==> config.mk <==
export PLATFORM = sky130hd
export DESIGN_NAME = fifo_port_arbiter
export DESIGN_NICKNAME = d
export VERILOG_FILES = /design/src/rtl/fifo_port_arbiter.sv
export SDC_FILE = /design/constraint.sdc
export NUM_CORES = 1
export LEC_CHECK = 0
export BUFFER_PORTS_ARGS = -buffer_cell sky130_fd_sc_hd__buf_4
export CAP_MARGIN = 25
export CORE_ASPECT_RATIO = 1.1
export CORE_UTILIZATION = 54
export CTS_CLUSTER_SIZE = 24
export DETAILED_ROUTE_END_ITERATION = 10
export PLACE_DENSITY_LB_ADDON = 0.08
export SLEW_MARGIN = 25
export SYNTH_ARGS = -nofsm -noshare
export SYNTH_HDL_FRONTEND = slang
export SYNTH_SLANG_ARGS = --single-unit
==> constraint.sdc <==
create_clock -name clock_i -period 5.1 [get_ports clock_i]
set_input_delay 0 -clock clock_i [delete_from_list [all_inputs] [get_ports clock_i]]
set_output_delay 0 -clock clock_i [all_outputs]
set_load 0.01 [all_outputs]
==> src/rtl/fifo_port_arbiter.sv <==
// Arbitrates two writer ports and one reader port onto a single shared fifo.
// Round-robin grant order wr0 -> wr1 -> rd; one push or pop per grant, then waits out fifo busy.
module fifo_port_arbiter #(
    parameter int DATA_WIDTH = 8,
    parameter int CNT_WIDTH  = 16
) (
    input  logic                  clock_i,
    input  logic                  reset_i,
    input  logic                  wr0_req_i,
    input  logic [DATA_WIDTH-1:0] wr0_data_i,
    output logic                  wr0_ack_o,
    input  logic                  wr1_req_i,
    input  logic [DATA_WIDTH-1:0] wr1_data_i,
    output logic                  wr1_ack_o,
    input  logic                  rd_req_i,
    output logic                  rd_valid_o,
    output logic [DATA_WIDTH-1:0] rd_data_o,
    output logic                  fifo_push_o,
    output logic                  fifo_pop_o,
    output logic [DATA_WIDTH-1:0] fifo_data_in_o,
    input  logic [DATA_WIDTH-1:0] fifo_data_out_i,
    input  logic                  fifo_busy_i,
    input  logic                  fifo_full_i,
    input  logic                  fifo_empty_i,
    output logic [CNT_WIDTH-1:0]  push_total_o,
    output logic [CNT_WIDTH-1:0]  pop_total_o
);
    // state | meaning: IDLE arbitrate | ISSUE pulses out | SETTLE busy ignored | WAIT hold while busy
    typedef enum logic [1:0] {S_IDLE, S_ISSUE, S_SETTLE, S_WAIT} state_t;
    typedef enum logic [1:0] {G_WR0, G_WR1, G_RD} grant_t;

    state_t                state_q, state_d;
    grant_t                last_q, last_d;
    logic                  wr0_ack_q, wr0_ack_d;
    logic                  wr1_ack_q, wr1_ack_d;
    logic                  rd_valid_q, rd_valid_d;
    logic                  push_q, push_d;
    logic                  pop_q, pop_d;
    logic [DATA_WIDTH-1:0] rd_data_q, rd_data_d;
    logic [DATA_WIDTH-1:0] fifo_data_in_q, fifo_data_in_d;
    logic [CNT_WIDTH-1:0]  push_total_q, push_total_d;
    logic [CNT_WIDTH-1:0]  pop_total_q, pop_total_d;
    logic [2:0]            elig;
    logic [2:0]            pick;

    // elig/pick bit order is {rd, wr1, wr0}; a busy fifo blocks every requester
    always_comb begin
        elig = 3'b000;
        if (!fifo_busy_i) begin
            elig[0] = wr0_req_i & ~fifo_full_i;
            elig[1] = wr1_req_i & ~fifo_full_i;
            elig[2] = rd_req_i & ~fifo_empty_i;
        end
        pick = 3'b000;
        case (last_q)
            G_WR0: begin
                if (elig[1])      pick = 3'b010;
                else if (elig[2]) pick = 3'b100;
                else if (elig[0]) pick = 3'b001;
            end
            G_WR1: begin
                if (elig[2])      pick = 3'b100;
                else if (elig[0]) pick = 3'b001;
                else if (elig[1]) pick = 3'b010;
            end
            default: begin
                if (elig[0])      pick = 3'b001;
                else if (elig[1]) pick = 3'b010;
                else if (elig[2]) pick = 3'b100;
            end
        endcase
    end

    always_comb begin
        state_d        = state_q;
        last_d         = last_q;
        wr0_ack_d      = 1'b0;
        wr1_ack_d      = 1'b0;
        rd_valid_d     = 1'b0;
        push_d         = 1'b0;
        pop_d          = 1'b0;
        rd_data_d      = rd_data_q;
        fifo_data_in_d = fifo_data_in_q;
        push_total_d   = push_total_q;
        pop_total_d    = pop_total_q;
        case (state_q)
            S_IDLE: begin
                if (pick != 3'b000) begin
                    state_d = S_ISSUE;
                    if (pick[0]) begin
                        last_d         = G_WR0;
                        wr0_ack_d      = 1'b1;
                        push_d         = 1'b1;
                        fifo_data_in_d = wr0_data_i;
                        push_total_d   = push_total_q + CNT_WIDTH'(1);
                    end else if (pick[1]) begin
                        last_d         = G_WR1;
                        wr1_ack_d      = 1'b1;
                        push_d         = 1'b1;
                        fifo_data_in_d = wr1_data_i;
                        push_total_d   = push_total_q + CNT_WIDTH'(1);
                    end else begin
                        last_d      = G_RD;
                        rd_valid_d  = 1'b1;
                        pop_d       = 1'b1;
                        rd_data_d   = fifo_data_out_i;
                        pop_total_d = pop_total_q + CNT_WIDTH'(1);
                    end
                end
            end
            S_ISSUE:  state_d = S_SETTLE;
            S_SETTLE: state_d = S_WAIT;
            S_WAIT: begin
                if (!fifo_busy_i) state_d = S_IDLE;
            end
            default:  state_d = S_IDLE;
        endcase
    end

    always_ff @(posedge clock_i) begin
        if (reset_i) begin
            state_q        <= S_IDLE;
            last_q         <= G_RD;
            wr0_ack_q      <= 1'b0;
            wr1_ack_q      <= 1'b0;
            rd_valid_q     <= 1'b0;
            push_q         <= 1'b0;
            pop_q          <= 1'b0;
            rd_data_q      <= '0;
            fifo_data_in_q <= '0;
            push_total_q   <= '0;
            pop_total_q    <= '0;
        end else begin
            state_q        <= state_d;
            last_q         <= last_d;
            wr0_ack_q      <= wr0_ack_d;
            wr1_ack_q      <= wr1_ack_d;
            rd_valid_q     <= rd_valid_d;
            push_q         <= push_d;
            pop_q          <= pop_d;
            rd_data_q      <= rd_data_d;
            fifo_data_in_q <= fifo_data_in_d;
            push_total_q   <= push_total_d;
            pop_total_q    <= pop_total_d;
        end
    end

    assign wr0_ack_o      = wr0_ack_q;
    assign wr1_ack_o      = wr1_ack_q;
    assign rd_valid_o     = rd_valid_q;
    assign rd_data_o      = rd_data_q;
    assign fifo_push_o    = push_q;
    assign fifo_pop_o     = pop_q;
    assign fifo_data_in_o = fifo_data_in_q;
    assign push_total_o   = push_total_q;
    assign pop_total_o    = pop_total_q;

endmodule

==> impl_results.md <==
* Yosys cell types at 39
* Initial antenna violation count at 0
* Worst-path cell chain: inv_1 > ha_1 > nand4_2 > or4_1 > a21oi_1
* H-tree depth at 2
* Final slew viol count at 0
* Synth warnings at 0
* Crit path max-delay cell type: ha_1
* Port Buf Inserts at 84
* Number of global-route vias before repair at 2,189
* Non-filler cells, final at 430
* WS Path Type: reg2reg
* Num Clock Sinks at 56
* Final instance area at 3360 um^2
* Crit path required time at 5.34 ns
* CTS tree: built
* Sequential area share after synthesis at 43.9%
* HPWL after DPL at 4050 um
* Clock Latency Late Sink at 0.31 ns
* Crit path max fanout at 29
* Clock tree root buffer cell: clkbuf_8
* Hold Vio Cnt, Final at 0
* 1st-iter DRT viols at 142
* ANT cells at 0
* CTS Buf Count at 5
* Global route overflow at 0
* Nets at 413
* Slew margin rel. at 38.1%
* Fraction of layout cells with a size suffix above 1 at 27.1%
* Total GRT Usage at 24.3%
* Startpoint types: register
* ANT nets after route at 0
* Cells after Synth at 293
* Mapped Nets at 331
* DR vias at 2,387
* Initial Util at 57.9%
* Largest net degree at the start of global routing at 56
* Clock slew at reported path FFs at 0.10 ns
* Power Total at 0.962 mW
* Post-Place Setup Slack at 2.73 ns
* CP arrival at 2.67 ns
* DR DRC count at 0
* Number of max-cap violations at 0
* Die ar. at 5010 um^2
* Worst vdd ir at 0.199 mV
* Crit. End Element: register
* Main synth FF type: dfxtp_1
* Hold Crit Class: in2reg
* Final Cycle Share at 47.5%
* P per Cell Area at 287 nW/um^2
* EDFF count, synth at 0
* Post-Route Setup TNS at 0 ns
* Buffers and inverters on the worst path at 1
* Detailed Routing Iterations Pass 1 at 4
* Mapped Area at 2550 um^2
* Delay-heaviest family, CP: simple AND/OR/NAND/NOR gates
* Final Worst Setup Slack at 2.68 ns
* Die Y at 74.1 um
* Die Wd at 67.6 um
* Final setup violation count at 0
* Yosys reg bits at 56
* Post-DP Area at 3180 um^2
* Syn Area/Cell at 8.71 um^2
* Worst slew pin tran at 0.929 ns
* Placed Cells at 414
* Ys async rst share at 0%
* IO Pins at 85
* Vias per cell at 5.55
* First-pass GRT wire length at 9440 um
* Gp weighted congestion at 0.902
* Critical Path Max Stage Delay at 0.79 ns
* Status: finished, final reports clean
* Clk buf depth at 2
* Area grow syn2layout at 31.6%
* Worst clock skew at 0.00875 ns
* Core Area at 4410 um^2
* LEAKAGE at 1.42 nW
* RSZ-0062 raised after global routing: no
* Tmin final at 2.42 ns
* Max frequency at 0.412 GHz
* Total Wirelength at 5830 um
* Row count at 25
* Routed WL per cell at 13.6 um
-- cells by family (layout without fill, tap and decap cells) --
logic type               count (synthesis)  in the layout  share of synthesized area, %
buffers and inverters                   24            107                          3.92
XOR/XNOR                                20             20                          6.86
AO/OA/AOI/OAI                           42             42                          10.8
AND/OR/NAND/NOR                        133            133                          26.8
adder cells (fa/ha/maj)                  6              6                          2.94
flip-flops                              56             56                          43.9
multiplexers                            12             12                          4.80
-- per-layer routing --
metal	GRT usage, %	wire length, um	vias to the layer above
met1	27.6	2470	1108
met2	45.1	3020	77
met3	4.91	270	9
li1	-	-	1193
met5	0	0	-
met4	6.86	65	0
-- area by class of cell --
class                   instances  area, um^2
repair buffers                 93         718
multi-input cells             213        1330
fillers                       342        1050
well taps                      54        67.6
flip-flops and latches         56        1120
clock buffers                   6        82.6
inverters                       6        22.5
clock inverters                 2        15.0
-- power breakdown --
part	switching, mW	total, mW	internal [mW]
Sequential	0.0220	0.487	0.465
Combinational	0.130	0.221	0.0907
Clock	0.144	0.254	0.110
Total	0.297	0.962	0.665
-- through the flow --
step / util (%) / hold slack (ns)
floorplan: - / 0.148
global placement: 72.1 / 0.268
detailed placement: 72.1 / 0.274
CTS: 76.1 / 0.0407
global route: 76.1 / 0.0423
finish: 76.1 / 0.0321
-- worst min-delay path: stages --
cell      delay [ns]
buf_4           0.10
mux2i_1         0.11
a211oi_1        0.08
-- cells in the final DEF, fill, tap and decap left out, drive strengths merged, types with 2 or more instances in the layout --
master       instances
dlygate4sd3          8
dfxtp               56
clkinvlp             2
o21ai               10
xnor2                8
or3                  8
and2                 3
nor3                 6
or2                  3
inv                  6
and3                 5
mux2                 2
ha                   6
xor2                12
nor4b                4
a21oi               17
nand3               20
nand2               22
nor4                 3
mux2i               10
and4                 3
clkbuf               6
nor2                39
buf                 85
nand4               10
a211oi               8
nor3b                2
nor2b                2
-- sequential cells by signal (all words and copies together) (netlist names) --
register,cells
state_q,2
fifo_data_in_o,8
push_total_o,16
fifo_push_o,1
fifo_pop_o,1
rd_data_o,8
last_q,2
wr1_ack_o,1
pop_total_o,16
wr0_ack_o,1
-- timing repair --
item,in CTS,in global routing
hold endpoints to repair,8,0
setup buffers,0,0
hold buffers,8,0
gates resized for setup,0,0
setup endpoints to repair,0,0
-- Yosys cell counts (4+ instances only) --
master / number / area share (%)
a211oi_1: 8 / 2.4
o21ai_0: 10 / 2.0
mux2i_1: 10 / 3.9
nor2_1: 39 / 5.7
ha_1: 6 / 2.9
and3_1: 5 / 1.2
xor2_1: 12 / 4.1
dfxtp_1: 56 / 44
inv_1: 6 / 0.88
nand2_1: 22 / 3.2
or3_1: 8 / 2.0
clkbuf_1: 11 / 1.6
nor4b_1: 4 / 1.4
xnor2_1: 8 / 2.7
nand3_1: 20 / 3.9
a21oi_1: 17 / 3.3
nor3_1: 6 / 1.2
buf_2: 5 / 0.98
nand4_1: 9 / 2.2
-- worst paths after layout --
check / start / end / slack, ns / depth (start not counted)
worst max-delay path: state_q[0] / pop_total_o[15] / 2.68 / 5
worst min register to register: rd_data_o[1] / rd_data_o[1] / 0.47 / 2
worst min-delay path: wr0_data_i[6] / fifo_data_in_o[6] / 0.03 / 3
worst max register to register: state_q[0] / pop_total_o[15] / 2.68 / 5
(Power assumes the default switching activity.)
